--- config.mk ---
export PLATFORM = sky130hd
export DESIGN_NAME = run_sequencer
export DESIGN_NICKNAME = d
export VERILOG_FILES = /design/src/rtl/run_seq_pkg.sv /design/src/rtl/run_seq_cycle_counter.sv /design/src/rtl/run_sequencer.sv
export SDC_FILE = /design/constraint.sdc
export NUM_CORES = 1
export LEC_CHECK = 0
export ABC_AREA = 1
export CAP_MARGIN = 5
export CORE_ASPECT_RATIO = 0.75
export CORE_MARGIN = 10
export CORE_UTILIZATION = 53
export DETAILED_ROUTE_END_ITERATION = 10
export PLACE_DENSITY = 0.84
export SYNTH_ARGS = -nofsm -noshare
export SYNTH_HDL_FRONTEND = slang
export SYNTH_HIERARCHICAL = 1
export SYNTH_SLANG_ARGS = --single-unit
--- constraint.sdc ---
create_clock -name Clk -period 3.2 [get_ports Clk]
set_clock_uncertainty 0.2 [all_clocks]
set_input_delay 0.64 -clock Clk [delete_from_list [all_inputs] [get_ports Clk]]
set_output_delay 0.64 -clock Clk [all_outputs]
set_load 0.02 [all_outputs]
--- src/rtl/run_seq_pkg.sv ---
// Shared types and defaults for the run-control sequencer: state encoding,
// per-program base addresses and default widths.
package run_seq_pkg;

  localparam int PC_W_DEF  = 10;
  localparam int CNT_W_DEF = 16;
  localparam int SEL_W_DEF = 2;

  typedef enum logic [1:0] {
    ST_IDLE  = 2'd0,
    ST_ARMED = 2'd1,
    ST_RUN   = 2'd2,
    ST_DONE  = 2'd3
  } run_state_t;

  localparam logic [PC_W_DEF-1:0] PROG_BASE [2**SEL_W_DEF] = '{
    10'd0, 10'd128, 10'd256, 10'd384
  };

  // Programs beyond the table continue the 128-word stride.
  function automatic logic [31:0] prog_base(input logic [31:0] sel);
    if (sel < 32'(2**SEL_W_DEF))
      return 32'(PROG_BASE[sel[SEL_W_DEF-1:0]]);
    return sel << 7;
  endfunction

endpackage

--- src/rtl/run_seq_cycle_counter.sv ---
// Clearable, enabled up-counter with optional saturation at all-ones.
// Clear wins over enable so a relaunch always restarts from zero.
module cycle_counter #(
  parameter int CNT_W = 16
) (
  input  logic             Clk,
  input  logic             Reset,
  input  logic             clear,
  input  logic             enable,
  input  logic             saturate,
  output logic [CNT_W-1:0] count
);

  always_ff @(posedge Clk) begin
    if (Reset || clear)
      count <= '0;
    else if (enable && !(saturate && (&count)))
      count <= count + CNT_W'(1);
  end

endmodule

--- src/rtl/run_sequencer.sv ---
// Run-control FSM for the single-cycle core: turns the Start/Ack handshake
// into PC load, run enable and done acknowledge, with a RUN-cycle watchdog.
//
//   state    | meaning
//   IDLE     | out of reset, nothing launched yet
//   ARMED    | Start held; PC loaded with selected program base
//   RUN      | core executing, cycle counter running
//   DONE     | program finished (CoreDone or watchdog); Ack high
module run_sequencer
  import run_seq_pkg::*;
#(
  parameter int          PC_W    = PC_W_DEF,
  parameter int          CNT_W   = CNT_W_DEF,
  parameter int          SEL_W   = SEL_W_DEF,
  parameter int unsigned TIMEOUT = 32'h0000_FFFF
) (
  input  logic             Clk,
  input  logic             Reset,
  input  logic             Start,
  input  logic [SEL_W-1:0] ProgSel,
  input  logic             CoreDone,
  output logic             PcLoad,
  output logic [PC_W-1:0]  PcLoadVal,
  output logic             RunEn,
  output logic             Ack,
  output logic             TimedOut,
  output logic [CNT_W-1:0] CycleCount
);

  localparam logic [CNT_W-1:0] TIMEOUT_T = CNT_W'(TIMEOUT);
  localparam logic [CNT_W-1:0] TO_LAST   = TIMEOUT_T - CNT_W'(1);
  localparam bit               WD_EN     = (TIMEOUT_T != '0);

  run_state_t       state, state_next;
  logic [SEL_W-1:0] sel_q;
  logic             load_sel;
  logic             timeout_hit;
  logic             cnt_clear;
  logic             cnt_enable;

  always_ff @(posedge Clk) begin
    if (Reset) begin
      state    <= ST_IDLE;
      sel_q    <= '0;
      TimedOut <= 1'b0;
    end else begin
      state <= state_next;
      if (load_sel)
        sel_q <= ProgSel;
      if (state_next == ST_ARMED)
        TimedOut <= 1'b0;
      else if (timeout_hit)
        TimedOut <= 1'b1;
    end
  end

  // Priority in RUN: abort (Start) > CoreDone > watchdog.
  always_comb begin
    state_next  = state;
    load_sel    = 1'b0;
    timeout_hit = 1'b0;
    PcLoad      = 1'b0;
    RunEn       = 1'b0;
    Ack         = 1'b0;
    unique case (state)
      ST_IDLE: begin
        if (Start) begin
          state_next = ST_ARMED;
          load_sel   = 1'b1;
        end
      end
      ST_ARMED: begin
        PcLoad = 1'b1;
        if (!Start)
          state_next = ST_RUN;
      end
      ST_RUN: begin
        RunEn = 1'b1;
        if (Start) begin
          state_next = ST_ARMED;
          load_sel   = 1'b1;
        end else if (CoreDone) begin
          state_next = ST_DONE;
        end else if (WD_EN && (CycleCount == TO_LAST)) begin
          state_next  = ST_DONE;
          timeout_hit = 1'b1;
        end
      end
      ST_DONE: begin
        Ack = 1'b1;
        if (Start) begin
          state_next = ST_ARMED;
          load_sel   = 1'b1;
        end
      end
      default: state_next = ST_IDLE;
    endcase
  end

  assign PcLoadVal  = PC_W'(prog_base(32'(sel_q)));
  assign cnt_clear  = (state_next == ST_ARMED);
  assign cnt_enable = (state == ST_RUN);

  cycle_counter #(
    .CNT_W (CNT_W)
  ) u_cycle_counter (
    .Clk      (Clk),
    .Reset    (Reset),
    .clear    (cnt_clear),
    .enable   (cnt_enable),
    .saturate (1'b1),
    .count    (CycleCount)
  );

endmodule

==> results of run 1 <==
registers in the layout, summed over array words and instances, names as in the netlist:
name	flops
state	2
u_cycle_counter/count	16
TimedOut	1
sel_q	2
cell families (layout without fill, tap and decap cells):
group,count (synthesis),in the layout,share of synthesized area (%)
AO/OA/AOI/OAI,20,20,7.435
adder cells (fa/ha/maj),4,4,3.342
buffers and inverters,38,57,12.86
flip-flops,21,21,28.07
other,2,9,0.5014
AND/OR/NAND/NOR,159,159,47.79
layer usage:
| metal | GRT usage, % | vias up | wire length [um] |
|---|---|---|---|
| li1 | - | 794 | - |
| met1 | 18.15 | 673 | 1703 |
| met2 | 21.75 | 43 | 1548 |
| met3 | 4.484 | 2 | 253 |
| met4 | 1.940 | 0 | 18 |
| met5 | 0 | - | 0 |
worst reg2reg max path, delay by kind of cell (launching register included):
family	cells	cell delay [ns]
adders and majority gates	1	0.36
AOI/OAI and AO/OA	2	0.10
DFF	1	0.38
and+or+nand+nor	6	1.40
buffers and inverters	2	0.16
stage by stage:
step                instance area [um^2]  total power [mW]  util, %  hold slack, ns  worst slack, ns
floorplan                           1524            0.5092        -          0.4031            1.191
global placement                    1744            0.5658    65.51          0.3049           0.4146
detailed placement                  1744            0.5725    65.51          0.3146           0.3002
CTS                                 1790            0.7473    67.25          0.3341           0.4959
global route                        1790            0.7975    67.25          0.3716           0.1256
finish                              1790            0.7404    67.25          0.3348           0.5104
cell type report:
| type | instances | share of cell area, % |
|---|---|---|
| clock buffers | 3 | 2.306 |
| repair buffers | 27 | 15.09 |
| clock inverters | 1 | 0.2795 |
| flip-flops and latches | 21 | 23.48 |
| multi-input cells | 192 | 50.87 |
| well taps | 36 | 2.516 |
| inverters | 26 | 5.451 |
where the power goes:
part	total (mW)	switching [mW]	internal, mW
sequential	0.297	0.0189	0.278
clock	0.173	0.0867	0.0867
combinational	0.270	0.168	0.103
total	0.740	0.273	0.467
worst paths after layout:
kind                                from                         to  cells after the start
worst max-delay path            state[1]                      RunEn                      2
worst min-delay path            sel_q[0]                   sel_q[0]                      2
worst max register to register  state[0]  u_cycle_counter/count[10]                     11
worst min register to register  sel_q[0]                   sel_q[0]                      2
Yosys cell counts (all sizes together):
library cell | n | area share (%)
nand2 | 65 | 17
nor2 | 65 | 18
inv | 25 | 6.3
nand3 | 25 | 11
dfxtp | 21 | 28
a21oi | 15 | 5.8
buf | 12 | 6.3
o21ai | 5 | 1.7
ha | 4 | 3.3
conb | 2 | 0.50
nand4 | 2 | 0.84
nor3 | 2 | 0.67
clkinv | 1 | 0.25
==> results.toml, run 1 <==
[cts]
clock_tree.htree_level_count = 1
cts_root_buf = "clkbuf_8"
clock_sinks = 21
cts-root-to-sink-buffers = 2
insertion_delay_ns = 0.26
clock_tree_from_tritoncts = "built"
cts_inserted_buffers = 3
post-cts-setup-buffer-count = 0
post_cts_resized = 0
path_clk_slew_ns = 0.08
cts.hold.buffers_added = 0

[floorplan]
dieArea_um2 = 5374
placement_rows = 16
fp.coreArea_um2 = 2663
start_util_pct = 56.25
die_width_um = 81.38
floorplan.die.height_um = 66.04
ioPinCount = 36

[synthesis]
yosys_register_bits = 21
synth_cell_type_count = 23
synth_sequential_area_ratio_pct = 28.07
synth_area_per_cell_um2 = 6.138
mappedNetlistArea_um2 = 1498
postSynthCellCount = 244
yosys_warnings = 6

[sta]
period_needed_ns = 2.690
min_period_over_period_pct = 84.05
totalNegativeSetupSlack_ns = 0
grt_setup_unrepaired = "no"
timing.final.setup_violations = 0
drv_slew = 0
final-hold-violation-count = 0
slew_headroom_pct = 28.94
worst-slew-pin-transition_ns = 1.062
clock.fmax_mhz = 371.8

[global_route]
antenna_found_initial = 0
number_of_global_route_vias_before_repair = 1334
grt_start_max_net_pins = 28
grt_use_total_pct = 13.80
globalRouteOverflowTotal = 0
grt_first_pass_wirelength_um = 6072

[routing]
drt_iter0_drc = 69
wl_um = 3523
route.detailed.wl_per_inst_um = 11.51
drc = 0
antenna_left = 0
total_vias_in_the_final_route = 1512
avgViaCountPerCell = 4.941
detailedRoute.firstPassIterationCount = 4

[power_and_ir_drop]
power_density_nw_per_um2 = 413.5
max-vdd-ir-drop_uv = 333.7
p_leak_nw = 0.6539

[worst_setup_path]
timing.critical_path.slowest_cell_delay_ns = 0.70
worstSetupPathType = "register to output pin"
cp-end-kind = "output pin"
critical_path.n_buffers_inverters = 1
critical-path-top-delay-family = "buffers and inverters"
timing.critical_path.from_type = "register"
library_cell_contributing_the_largest_single_delay_on_the_critical_path = "clkdlybuf4s50_1"
worstPathCellList = "ha_1 -> clkdlybuf4s50_1"
critPathMaxFanout = 12
timing.critical_path.required_ns = 2.36
reg2reg_setup_slack_ns = 0.55
critPathArrivalTime_ns = 1.85

[cells_and_area]
antennaDiodeCount = 0
instances_no_fill = 306
multi_input_comb_area_um2 = 910.9
sequential_cell_area_um2 = 420.4
layout_commonest_cell = "nand2_1"
num-nets-final = 281
fillers = 254
synthToLayoutAreaGrowth_pct = 19.55
final_cell_mix = "nand2_1 (63), nor2_1 (59), clkdlybuf4s50_1 (27)"
share_of_cells_above_drive_strength_1_pct = 9.259

[placed_design]
post-place-cells = 302
gp_congestion = 0.8696
port_buffers = 27
hpwl_um = 2732

[outcome]
run_status = "complete, no violations"

[hold_path]
worstHoldPathType = "register to register"

[flow_run]
max_cap_viol_count = 0
Note: power is estimated with default switching activity, not from simulation.
==> inputs of run 2 (changes only) <==
--- a/config.mk
+++ b/config.mk
@@ -9,9 +9,9 @@
 export CAP_MARGIN = 5
 export CORE_ASPECT_RATIO = 0.75
 export CORE_MARGIN = 10
-export CORE_UTILIZATION = 53
+export CORE_UTILIZATION = 49
 export DETAILED_ROUTE_END_ITERATION = 10
-export PLACE_DENSITY = 0.84
+export PLACE_DENSITY = 0.78
 export SYNTH_ARGS = -nofsm -noshare
 export SYNTH_HDL_FRONTEND = slang
 export SYNTH_HIERARCHICAL = 1
==> constraint.sdc (replaced) <==
create_clock -name Clk -period 2.8 [get_ports Clk]
set_clock_uncertainty 0.2 [all_clocks]
set_input_delay 0.56 -clock Clk [delete_from_list [all_inputs] [get_ports Clk]]
set_output_delay 0.56 -clock Clk [all_outputs]
set_load 0.02 [all_outputs]
==> run 2 against run 1 <==
  * Clock-buffer cell count did not move
  * Clock power rose by 16%
  * Flip-flop and latch count did not move
  * Critical path depth rose by 1
  * First-iteration DRC count rose by 120%
  * Setup slack got worse by 0.054 ns
  * Critical path type unchanged
  * Die area rose by 5.9%
  * Combinational power rose by 15%
  * Critical endpoint is now PcLoad
  * Global-route usage fell by 1.9 points
  * Sequential power rose by 14%
  * Via count fell by 3.6%
==> results.toml, run 2 (same netlist as run 1, synthesis figures left out) <==
[worst_setup_path]
timing.critical_path.required_ns = 2.04
critPathMaxFanout = 5
worstSetupPathType = "register to output pin"
timing.critical_path.from_type = "register"
critical_path.reg2reg.endpoint = "u_cycle_counter/count[6]"
cp-end-kind = "output pin"
reg2reg_setup_slack_ns = 0.53
critPathArrivalTime_ns = 1.58
timing.reg2reg.worst_path_depth = 11
worst_flop_to_flop_path_startpoint = "state[0]"

[floorplan]
placement_rows = 17
start_util_pct = 51.02
fp.coreArea_um2 = 2935
floorplan.die.height_um = 67.88
dieArea_um2 = 5691
ioPinCount = 36
die_width_um = 83.84

[power_and_ir_drop]
power_density_nw_per_um2 = 468.9
totalPowerFinal_mw = 0.8524
p_leak_nw = 0.6702
max-vdd-ir-drop_uv = 369.9

[routing]
wl_um = 3450
detailedRoute.firstPassIterationCount = 4
drt_iter0_drc = 155
antenna_left = 0
route.detailed.wl_per_inst_um = 11.09
avgViaCountPerCell = 4.688
drc = 0
total_vias_in_the_final_route = 1458

[cts]
path_clk_slew_ns = 0.08
cts-root-to-sink-buffers = 2
cts.hold.buffers_added = 0
cts_inserted_buffers = 3
clock_tree.htree_level_count = 1
cts_root_buf = "clkbuf_8"
insertion_delay_ns = 0.26
clock_tree_from_tritoncts = "built"
clock_sinks = 21

[sta]
min_period_over_period_pct = 83.71
slew_headroom_pct = 54.58
timing.final.setup_violations = 0
final-hold-violation-count = 0
worst-slew-pin-transition_ns = 0.6806
drv_slew = 0
clock.fmax_mhz = 426.7
period_needed_ns = 2.344
grt_setup_unrepaired = "no"

[cells_and_area]
postLayoutCoreUtil_pct = 61.94
largest_register_ff_count = 16
num-nets-final = 284
final_cell_area_um2 = 1818
synthToLayoutAreaGrowth_pct = 21.39
layout_commonest_cell = "nand2_1"
layout_top_registers = "u_cycle_counter/count x16, sel_q x2, state x2"
multi_input_comb_area_um2 = 913.4
share_of_cells_above_drive_strength_1_pct = 10.62
final_cell_mix = "nand2_1 (63), nor2_1 (58), clkdlybuf4s50_1 (27)"
antennaDiodeCount = 0
sequential_cell_area_um2 = 420.4
fillers = 285
largest-register = "u_cycle_counter/count"

[global_route]
globalRouteOverflowTotal = 0
grt_use_total_pct = 11.93
number_of_global_route_vias_before_repair = 1246
antenna_found_initial = 0
grt_start_max_net_pins = 28
grt_first_pass_wirelength_um = 5754

[outcome]
run_status = "complete, no violations"

[hold_path]
worstHoldPathType = "register to register"
worst_hold_path.endpoint = "sel_q[1]"
min_from = "sel_q[1]"
hold_depth = 2

[flow_run]
max_cap_viol_count = 0

[placed_design]
hpwl_um = 2701
dpl-instance-area_um2 = 1769
gp_congestion = 0.8475
port_buffers = 27
## run 2: cell count changes in the layout (fill, tap and decap cells not counted)
cell / change
nor2_2: +1
buf_4: +3
nor2_1: -1
## run 2: metal layers
layer	global-route usage (%)	part of all wire [%]	up-vias
met4	1.875	0.23	0
met3	4.033	7.9	2
met2	18.70	42	45
met1	15.90	50	612
met5	0	0	-
li1	-	-	799
## run 2: critical path, cell delays in order (launching register included)
cell and delay [ns]:
dfxtp_1 0.36, inv_1 0.09, ha_1 0.23, clkdlybuf4s50_1 0.64
## run 2: power by group
| part | internal, mW | switching (mW) |
|---|---|---|
| Clock | 0.0992 | 0.102 |
| Sequential | 0.318 | 0.0220 |
| Combinational | 0.120 | 0.191 |
| Total | 0.537 | 0.315 |
## run 2: cell type report
class	count	area share [%]
tap	38	2.615
sequential	21	23.12
clock buffer	3	2.271
inverter	26	5.368
clock inverter	1	0.2753
timing repair buffer	30	16.10
multi-input combinational	192	50.24
## run 2: through the flow
step | hold WS (ns) | setup TNS [ns] | std cells | setup WS (ns)
global route | 0.3901 | 0 | 311 | 0.2930
finish | 0.3193 | 0 | 311 | 0.4562
CTS | 0.3252 | 0 | 311 | 0.2428
floorplan | 0.4031 | 0 | 251 | 0.7911
detailed placement | 0.3052 | -0.03334 | 307 | -0.02417
global placement | 0.3074 | 0 | 307 | 0.08120
## run 2: worst max path at each step
stage / startpoint / end / slack (ns) / cells after the start
after global routing: state[0] / u_cycle_counter/count[10] / 0.29 / 11
final: state[1] / PcLoad / 0.46 / 3
after CTS: state[0] / u_cycle_counter/count[10] / 0.24 / 11
after global placement: Start / u_cycle_counter/count[10] / 0.08 / 10
after floorplan: state[0] / u_cycle_counter/count[10] / 0.79 / 12
after detailed placement: Start / u_cycle_counter/count[10] / -0.02 / 10
## run 2: timing repair
item                       CTS  global route
buffers inserted             0             0
setup endpoints to repair    0            11
gates resized for setup      0             1
